**src/rtl/ps2_mouse_rx.sv**
```systemverilog
// ps2_mouse_rx
//
// Receive-only PS/2 mouse front end. Filters the raw PS/2 clock, samples the
// data line on each filtered falling edge, deframes 11-bit characters
// (start, 8 data LSB first, parity, stop), assembles 3-byte standard mouse
// packets and publishes each complete packet as one 25-bit word. Bit 24 of
// that word toggles once per accepted packet so a slower consumer can detect
// new data. The PS/2 lines are never driven.
//
// Parameters:
//   FILT_LEN  consecutive CLK samples a new PS/2 clock level must persist
//             before the filtered clock follows it (2..255)
//   TIMEOUT   CLK cycles without a filtered falling edge before an
//             in-progress frame or packet is abandoned (17-bit counter)
//
// Ports:
//   CLK       system clock, at least 20x the PS/2 clock rate
//   RESET     asynchronous, active-high reset
//   PS2_CLK   raw PS/2 clock line (asynchronous)
//   PS2_DATA  raw PS/2 data line (asynchronous)
//   MOUSE     [7:0] status, [15:8] X, [23:16] Y, [24] per-packet toggle
//   PKT_ERR   one-cycle pulse whenever a byte or packet is discarded
//
// Build option:
//   PS2_PARITY_CHECK_EN  when defined, the parity bit must make {data,parity}
//                        odd; a mismatch discards the byte. When undefined,
//                        the parity bit is clocked through and ignored.

module ps2_mouse_rx #(
  parameter int unsigned FILT_LEN = 8,
  parameter int unsigned TIMEOUT  = 100000
) (
  input  logic        CLK,
  input  logic        RESET,
  input  logic        PS2_CLK,
  input  logic        PS2_DATA,
  output logic [24:0] MOUSE,
  output logic        PKT_ERR
);

  localparam logic [7:0]  FILT_LAST = 8'(FILT_LEN - 1);
  localparam logic [16:0] TO_LAST   = 17'(TIMEOUT - 1);

  typedef enum logic [1:0] {
    IDLE   = 2'd0,
    DATA   = 2'd1,
    PARITY = 2'd2,
    STOP   = 2'd3
  } frame_state_t;

  // ---------------------------------------------------------------------------
  // Two-flop synchronizers; reset to the idle (high) line level.
  // ---------------------------------------------------------------------------
  logic [1:0] clk_sync;
  logic [1:0] dat_sync;
  logic       ps2_clk_s;
  logic       ps2_dat_s;

  always_ff @(posedge CLK or posedge RESET) begin
    if (RESET) begin
      clk_sync <= 2'b11;
      dat_sync <= 2'b11;
    end else begin
      clk_sync <= {clk_sync[0], PS2_CLK};
      dat_sync <= {dat_sync[0], PS2_DATA};
    end
  end

  assign ps2_clk_s = clk_sync[1];
  assign ps2_dat_s = dat_sync[1];

  // ---------------------------------------------------------------------------
  // Glitch filter. The counter tracks how many consecutive samples have
  // disagreed with the filtered level; any agreeing sample restarts it.
  // fe is asserted in the cycle whose closing edge flips the filtered clock
  // from 1 to 0, so the frame logic consumes the data sample on that edge.
  // ---------------------------------------------------------------------------
  logic       filt_clk;
  logic [7:0] filt_cnt;
  logic       fe;

  assign fe = filt_clk && !ps2_clk_s && (filt_cnt == FILT_LAST);

  always_ff @(posedge CLK or posedge RESET) begin
    if (RESET) begin
      filt_clk <= 1'b1;
      filt_cnt <= '0;
    end else if (ps2_clk_s == filt_clk) begin
      filt_cnt <= '0;
    end else if (filt_cnt == FILT_LAST) begin
      filt_clk <= ps2_clk_s;
      filt_cnt <= '0;
    end else begin
      filt_cnt <= filt_cnt + 8'd1;
    end
  end

  // ---------------------------------------------------------------------------
  // Frame / packet state
  // ---------------------------------------------------------------------------
  frame_state_t state_q, state_d;
  logic [2:0]   bit_cnt_q, bit_cnt_d;
  logic [7:0]   shreg_q, shreg_d;
  logic [1:0]   idx_q, idx_d;
  logic [7:0]   byte0_q, byte0_d;
  logic [7:0]   byte1_q, byte1_d;
  logic [24:0]  mouse_q, mouse_d;
  logic         pkt_err_q, pkt_err_d;
  logic [16:0]  to_cnt_q, to_cnt_d;
`ifdef PS2_PARITY_CHECK_EN
  logic         par_q, par_d;
`endif

  logic         parity_ok;
  logic         byte_done;
  logic         byte_ok;
  logic         active;

`ifdef PS2_PARITY_CHECK_EN
  assign parity_ok = ^{shreg_q, par_q};
`else
  assign parity_ok = 1'b1;
`endif

  assign active = (state_q != IDLE) || (idx_q != 2'd0);

  always_comb begin
    state_d   = state_q;
    bit_cnt_d = bit_cnt_q;
    shreg_d   = shreg_q;
    idx_d     = idx_q;
    byte0_d   = byte0_q;
    byte1_d   = byte1_q;
    mouse_d   = mouse_q;
    pkt_err_d = 1'b0;
    to_cnt_d  = to_cnt_q;
`ifdef PS2_PARITY_CHECK_EN
    par_d     = par_q;
`endif
    byte_done = 1'b0;
    byte_ok   = 1'b0;

    // A falling edge always clears the timeout counter, so it takes priority
    // over a terminal count landing in the same cycle.
    if (fe) begin
      to_cnt_d = '0;
      case (state_q)
        IDLE: begin
          if (!ps2_dat_s) begin
            state_d   = DATA;
            shreg_d   = '0;
            bit_cnt_d = '0;
          end
        end
        DATA: begin
          shreg_d   = {ps2_dat_s, shreg_q[7:1]};
          bit_cnt_d = bit_cnt_q + 3'd1;
          if (bit_cnt_q == 3'd7) begin
            state_d = PARITY;
          end
        end
        PARITY: begin
`ifdef PS2_PARITY_CHECK_EN
          par_d   = ps2_dat_s;
`endif
          state_d = STOP;
        end
        STOP: begin
          state_d   = IDLE;
          byte_done = 1'b1;
          byte_ok   = ps2_dat_s && parity_ok;
        end
        default: state_d = IDLE;
      endcase
    end else if (active) begin
      if (to_cnt_q == TO_LAST) begin
        to_cnt_d  = '0;
        state_d   = IDLE;
        idx_d     = 2'd0;
        pkt_err_d = 1'b1;
      end else begin
        to_cnt_d = to_cnt_q + 17'd1;
      end
    end

    // Packet assembly. Dropping staged bytes only needs the index reset; the
    // staging registers are simply overwritten by the next packet.
    if (byte_done) begin
      if (!byte_ok || ((idx_q == 2'd0) && !shreg_q[3])) begin
        pkt_err_d = 1'b1;
        idx_d     = 2'd0;
      end else begin
        case (idx_q)
          2'd0: begin
            byte0_d = shreg_q;
            idx_d   = 2'd1;
          end
          2'd1: begin
            byte1_d = shreg_q;
            idx_d   = 2'd2;
          end
          default: begin
            mouse_d = {~mouse_q[24], shreg_q, byte1_q, byte0_q};
            idx_d   = 2'd0;
          end
        endcase
      end
    end
  end

  always_ff @(posedge CLK or posedge RESET) begin
    if (RESET) begin
      state_q   <= IDLE;
      bit_cnt_q <= '0;
      shreg_q   <= '0;
      idx_q     <= '0;
      byte0_q   <= '0;
      byte1_q   <= '0;
      mouse_q   <= '0;
      pkt_err_q <= 1'b0;
      to_cnt_q  <= '0;
`ifdef PS2_PARITY_CHECK_EN
      par_q     <= 1'b0;
`endif
    end else begin
      state_q   <= state_d;
      bit_cnt_q <= bit_cnt_d;
      shreg_q   <= shreg_d;
      idx_q     <= idx_d;
      byte0_q   <= byte0_d;
      byte1_q   <= byte1_d;
      mouse_q   <= mouse_d;
      pkt_err_q <= pkt_err_d;
      to_cnt_q  <= to_cnt_d;
`ifdef PS2_PARITY_CHECK_EN
      par_q     <= par_d;
`endif
    end
  end

  assign MOUSE   = mouse_q;
  assign PKT_ERR = pkt_err_q;

endmodule

```
**config.mk**
```make
export PLATFORM = sky130hd
export DESIGN_NAME = ps2_mouse_rx
export DESIGN_NICKNAME = d
export VERILOG_FILES = /design/src/rtl/ps2_mouse_rx.sv
export SDC_FILE = /design/constraint.sdc
export NUM_CORES = 1
export LEC_CHECK = 0
export CAP_MARGIN = 20
export CORE_ASPECT_RATIO = 1.25
export CORE_UTILIZATION = 30
export CTS_CLUSTER_SIZE = 25
export DETAILED_ROUTE_END_ITERATION = 16
export PLACE_DENSITY = 0.45
export SLEW_MARGIN = 5
export SYNTH_ARGS = -nofsm -noshare
export SYNTH_HDL_FRONTEND = slang
export SYNTH_SLANG_ARGS = --single-unit
```
**constraint.sdc**
```tcl
create_clock -name CLK -period 3.7 [get_ports CLK]
set_clock_uncertainty 0.15 [all_clocks]
set_input_delay 0.74 -clock CLK [delete_from_list [all_inputs] [get_ports CLK]]
set_output_delay 0.74 -clock CLK [all_outputs]
set_load 0.01 [all_outputs]
```
==> run_results.csv, run 1 <==
group,metric,value,unit
critical_path,cp-end-kind,"register",
yosys,yosys_warnings,0,
timing,rsz0062_at_grt,"false",
yosys,synth.cells.most_frequent,"dfrtp_1, mux2_2, nand2_1",
timing,hold_violations,0,
yosys,synth-seq-cells,87,
global_routing,antenna_found_initial,0,
timing,fin_crit,2380,ps
min_path,hold_class,"register to register",
die,die_area,13400,um^2
critical_path,arrival,2460,ps
die,core_area,12700,um^2
global_routing,grt_usage,0.125,
clock_tree,path_clk_slew,60,ps
flow_run,maxCapViolations,0,
power,total_power,2.00,mW
layout,antenna_cells,0,
layout,drive_gt1_frac,0.214,
routing,drtIter0Drc,78,
global_routing,grt_max_degree,34,
die,io_pins,30,
power,p_sw_frac,0.220,
yosys,netlist_area,3890,um^2
power,p_clk_frac,0.476,
routing,drc,0,
routing,routedWlPerCell,14.6,um
yosys,async_flop_share,1.00,
clock_tree,cts_hold_buf,0,
routing,dr.pass1.iters,4,
critical_path,crit_required,3780,ps
timing,finalSetupViolations,0,
critical_path,startpoint_type,"register",
die,die_x,104,um
yosys,seq_area_frac_synth,0.561,
yosys,avgSynthCellArea,12.3,um^2
clock_tree,cts_tree,"yes",
clock_tree,numCtsBuffers,9,
yosys,syn_nets,330,
global_routing,grt_pass1_vias,2655,
timing,slew_viol_final,0,
clock_tree,htree_levels,3,
clock_tree,clockBufferDepth,2,
routing,vias_per_cell,4.97,
power,p_seq_frac,0.492,
routing,routed_wl,7570,um
layout,final_core_util,0.367,
yosys,synth-edff-count,0,
routing,vias,2579,
placement,place.gp.congestion,0.748,
timing,tns,0,ps
yosys,synthTopCellsByArea,"dfrtp_1, mux2_2, dfstp_2",
power,power.density,430,nW/um^2
yosys,synth_top_flop_cell,"dfrtp_1",
layout,finalNetCount,360,
power,power.leakage,2.12,nW
die,fp-row-count,46,
die,start_util,0.308,
global_routing,grt-ovfl-total,0,
power,ir_drop,169,uV
power,p_comb_frac,0.032,
clock_tree,clock_sinks,87,
global_routing,grt_pass1_wl,13200,um
yosys,yosysMostFrequentCell,"dfrtp_1",
clock_tree,root_buffer,"clkbuf_16",
status,status,"finished clean",
clock_tree,post_cts_buffers,0,
layout,fillers,1258,
routing,ant_nets,0,
yosys,synthCells,316,
critical_path,worstSetupPathType,"register to register",
die,fp.dieH,129,um
timing,period_share,0.642,
critical_path,cp_max_fo,16,
layout,areaGrowthSynthToFinish,19.2,%
timing,slew_headroom,0.543,
power,p_int,1.56,mW
yosys,synth_top_area_share,0.527,
yosys,synth_top_area_cell,"dfrtp_1",
placement,portBuffers,29,
clock_tree,ctsResizeCount,0,
yosys,synth_cell_types,49,
timing,max_clock_freq,421,MHz
power,power.switching,438,uW
placement,hpwl,5130,um
timing,worst_slew_pin_slew,683,ps
clock_tree,clock_latency,340,ps
[through the flow]
stage,hold slack (ps),std cells,cell area [um^2],worst slack (ps)
6_report,207,519,4640,1320
3_3_place_gp,196,503,4330,1370
2_1_floorplan,195,316,3890,568
4_1_cts,208,519,4640,1310
5_1_grt,210,519,4640,1170
3_5_place_dp,198,503,4330,1300
[flip-flops by register name (all words and copies together) (netlist names), 3 cells and up]
signal,count
shreg_q,8
byte0_q,8
filt_cnt,8
to_cnt_q,17
byte1_q,8
bit_cnt_q,3
MOUSE,25
[cell families (layout without fill, tap and decap cells)]
| group | count (synthesis) | in the layout | synth area share |
|---|---|---|---|
| AO/OA/AOI/OAI | 47 | 47 | 0.0835 |
| adder cells (fa/ha/maj) | 10 | 10 | 0.0321 |
| AND/OR/NAND/NOR | 99 | 99 | 0.148 |
| flip-flops | 87 | 87 | 0.561 |
| buffers and inverters | 20 | 55 | 0.0296 |
| multiplexers | 42 | 42 | 0.121 |
| XOR/XNOR | 11 | 11 | 0.0247 |
[critical path: stages, from the launching register on]
cell      delay [ps]
dfrtp_1          370
ha_1             240
and4bb_4         290
and3_1           580
o211ai_2         340
a22o_1           300
[power groups by stage]
stage	Clock [mW]	Combinational, mW	Sequential (mW)
after global routing	1.01	0.0760	0.984
after detailed placement	0	0.0672	0.999
after CTS	0.981	0.0678	0.982
after floorplan	0	0.0482	0.997
after global placement	0	0.0667	0.999
final	0.949	0.0641	0.982
[routing by layer]
layer  vias to the layer above  routed length [um]  global-route usage
li1                       1220                   -                   -
met1                      1310                3660               0.158
met2                        36                3550               0.205
met3                        13                 173              0.0206
met4                         0                 192              0.0714
met5                         -                   0                   0
[layout make-up]
cell class	count	area, um^2	share of cell area
flip-flops and latches	87	2180	0.470
multi-input cells	209	1600	0.344
repair buffers	31	305	0.0658
clock buffers	11	253	0.0544
well taps	168	210	0.0453
clock inverters	5	63.8	0.0137
inverters	8	31.3	0.00674
[layout by cell type, fill, tap and decap left out, types with 4 or more instances in the layout]
cell type / count
mux2_2: 40
clkdlybuf4s50_1: 29
nand3_1: 14
o31ai_1: 7
or4_1: 4
nand2_1: 18
xnor2_1: 4
dfrtp_1: 82
ha_1: 10
nor2_1: 17
a21oi_1: 11
clkbuf_16: 9
xor2_1: 7
dfstp_2: 5
and3_1: 7
or3_1: 5
nand4_1: 7
a22o_1: 9
inv_1: 7
o21ai_0: 6
[path summary, 6_finish.rpt]
path,start,end,slack (ps),cells past startpoint
setup / recovery,filt_cnt[0],shreg_q[0],1320,5
hold / removal,clk_sync[0],clk_sync[1],210,0
setup reg to reg,filt_cnt[0],shreg_q[0],1320,5
hold reg to reg,clk_sync[0],clk_sync[1],210,0
max in group asynchronous,RESET,MOUSE[11],1950,3
min in group asynchronous,RESET,to_cnt_q[2],620,2
Power figures use the tool's default switching activity.
==> run 2: changes to the inputs <==
--- a/config.mk
+++ b/config.mk
@@ -10,7 +10,7 @@
 export CORE_UTILIZATION = 30
 export CTS_CLUSTER_SIZE = 25
 export DETAILED_ROUTE_END_ITERATION = 16
-export PLACE_DENSITY = 0.45
+export PLACE_DENSITY = 0.46
 export SLEW_MARGIN = 5
 export SYNTH_ARGS = -nofsm -noshare
 export SYNTH_HDL_FRONTEND = slang
==> constraint.sdc (replaced) <==
create_clock -name CLK -period 1.95 [get_ports CLK]
set_clock_uncertainty 0.15 [all_clocks]
set_input_delay 0.39 -clock CLK [delete_from_list [all_inputs] [get_ports CLK]]
set_output_delay 0.39 -clock CLK [all_outputs]
set_load 0.01 [all_outputs]
==> run_results.csv, run 2 (synthesis gave the netlist of run 1 again) <==
group,metric,value,unit
die,core_area,12700,um^2
critical_path,reg2reg_depth,6,
timing,whs,206,ps
layout,largest_reg_flops,25,
routing,drc,0,
timing,fin_ws,-24.9,ps
layout,antenna_cells,0,
placement,dp_slack,-175,ps
timing,rsz0062_at_grt,"true",
timing,worst_slew_pin_slew,514,ps
layout,multi_input_area,1790,um^2
critical_path,r2r-start,"filt_clk",
clock_tree,root_buffer,"clkbuf_16",
global_routing,antenna_found_initial,0,
timing,fin_crit,1970,ps
critical_path,crit_buf_inv,1,
timing,tns,-165,ps
clock_tree,clockBufferDepth,2,
critical_path,cpMaxStageDelayCell,"dfstp_2",
timing,slew_headroom,0.656,
placement,place.gp.congestion,0.759,
global_routing,grt-ovfl-total,0,
routing,route.met2.wl,4390,um
routing,dr.pass1.iters,4,
power,power.leakage,2.40,nW
routing,drt-met1-wl,3950,um
routing,vias,2717,
die,fp-row-count,46,
die,start_util,0.308,
routing,routed_wl,8640,um
power,power.density,748,nW/um^2
timing,finalSetupViolations,10,
clock_tree,numCtsBuffers,9,
critical_path,cp-end-kind,"register",
critical_path,arrival,2050,ps
min_path,hp-start,"dat_sync[0]",
critical_path,r2r_slack,-20,ps
status,violations,"negative setup slack",
critical_path,cp_max_fo,5,
layout,fillers,1236,
min_path,min_to,"dat_sync[1]",
critical_path,crit_top_cell,"and3_4",
global_routing,grt_max_degree,38,
layout,areaGrowthSynthToFinish,35.0,%
clock_tree,path_clk_slew,60,ps
critical_path,worstSetupPathType,"register to register",
clock_tree,clock_latency,340,ps
die,io_pins,30,
timing,max_clock_freq,506,MHz
layout,final_common_cell,"dfrtp_1",
min_path,hold_class,"register to register",
timing,period_share,1.01,
power,ir_drop,320,uV
critical_path,cp_cell_sequence,"ha_4 > and3_4 > and3_4 > nand3b_4 > buf_12 > mux2_2",
routing,dr_wl_met3,160,um
die,die_area,13400,um^2
global_routing,grt_usage,0.139,
flow_run,maxCapViolations,0,
critical_path,r2r-end,"byte1_q[6]",
clock_tree,clock_sinks,87,
layout,finalNetCount,409,
die,fp.dieH,129,um
min_path,worstHoldPathCells,0,
global_routing,grt_pass1_wl,14500,um
critical_path,crit_required,2030,ps
global_routing,grt_pass1_vias,2808,
layout,drive_gt1_frac,0.368,
status,status,"finished, violations left",
routing,ant_nets,0,
clock_tree,cts_tree,"yes",
routing,top_layer_used,"met4",
critical_path,cpLargestDelayFamily,"simple AND/OR/NAND/NOR gates",
layout,seq_area,2180,um^2
clock_tree,htree_levels,3,
placement,hpwl,5830,um
routing,routedWlPerCell,15.2,um
critical_path,startpoint_type,"register",
layout,layout_common_cells,"dfrtp_1, buf_4, mux2_2",
placement,portBuffers,29,
layout,final_core_util,0.415,
critical_path,crit_path_max_incr_delay,550,ps
timing,hold_violations,0,
timing,slew_viol_final,0,
die,die_x,104,um
routing,drtIter0Drc,107,
routing,vias_per_cell,4.78,
[run 2: cell types whose count changed in the layout (fill, tap and decap cells not counted), sizes merged]
cell and change:
clkbuf -2, nand3 +1, clkinv -1, clkinvlp +1
nand2 +1, inv +1, buf +47, bufinv +1
[run 2: repair_timing]
item / CTS / global route
pin swaps: 5 / 9
buffers inserted: 5 / 2
gates cloned: 2 / 0
setup endpoints to repair: 53 / 38
hold buffers: 0 / 0
resized for setup: 16 / 21
[run 2: where the power goes]
part / switching (mW) / total (mW) / leakage [nW] / internal, mW
Sequential: 0.0185 / 1.86 / 1.20 / 1.84
Clock: 0.750 / 1.89 / 0.157 / 1.14
Combinational: 0.0979 / 0.185 / 1.04 / 0.0870
Total: 0.867 / 3.93 / 2.40 / 3.06
[run 2: how the worst max path moves through the flow]
stage / from / end / slack, ps / cells past startpoint
after global placement: clk_sync[1] / byte1_q[7] / -130 / 6
after detailed placement: clk_sync[1] / byte1_q[1] / -170 / 6
final: filt_clk / byte1_q[6] / -20 / 6
after global routing: filt_clk / byte1_q[1] / -80 / 6
after CTS: filt_clk / byte1_q[6] / 4 / 6
after floorplan: clk_sync[1] / MOUSE[0] / -50 / 8
[run 2: final cells by class]
cell class / instances / share of cell area
clock buffer: 9 / 0.0428
clock inverter: 7 / 0.0195
multi-input combinational: 211 / 0.340
sequential: 87 / 0.415
tap: 168 / 0.0400
timing repair buffer: 78 / 0.136
inverter: 8 / 0.00643
[run 2: worst reg2reg max path, cell delays in order, from the launching register on]
cell and delay (ps):
dfstp_2 550, ha_4 140, and3_4 170, and3_4 320, nand3b_4 130, buf_12 150
mux2_2 260
[run 2: metal layers]
layer  vias up  GRT usage
li1       1303          -
met1      1369      0.171
met2        35      0.236
met3        10     0.0206
met4         0     0.0756
met5         -          0
[run 2: metrics by stage]
step | area [um^2] | std cells | power [mW]
2_1_floorplan | 3930 | 316 | 1.98
3_3_place_gp | 4700 | 544 | 2.06
3_5_place_dp | 4700 | 544 | 2.07
4_1_cts | 5160 | 567 | 4.00
5_1_grt | 5260 | 568 | 4.09
6_report | 5260 | 568 | 3.93
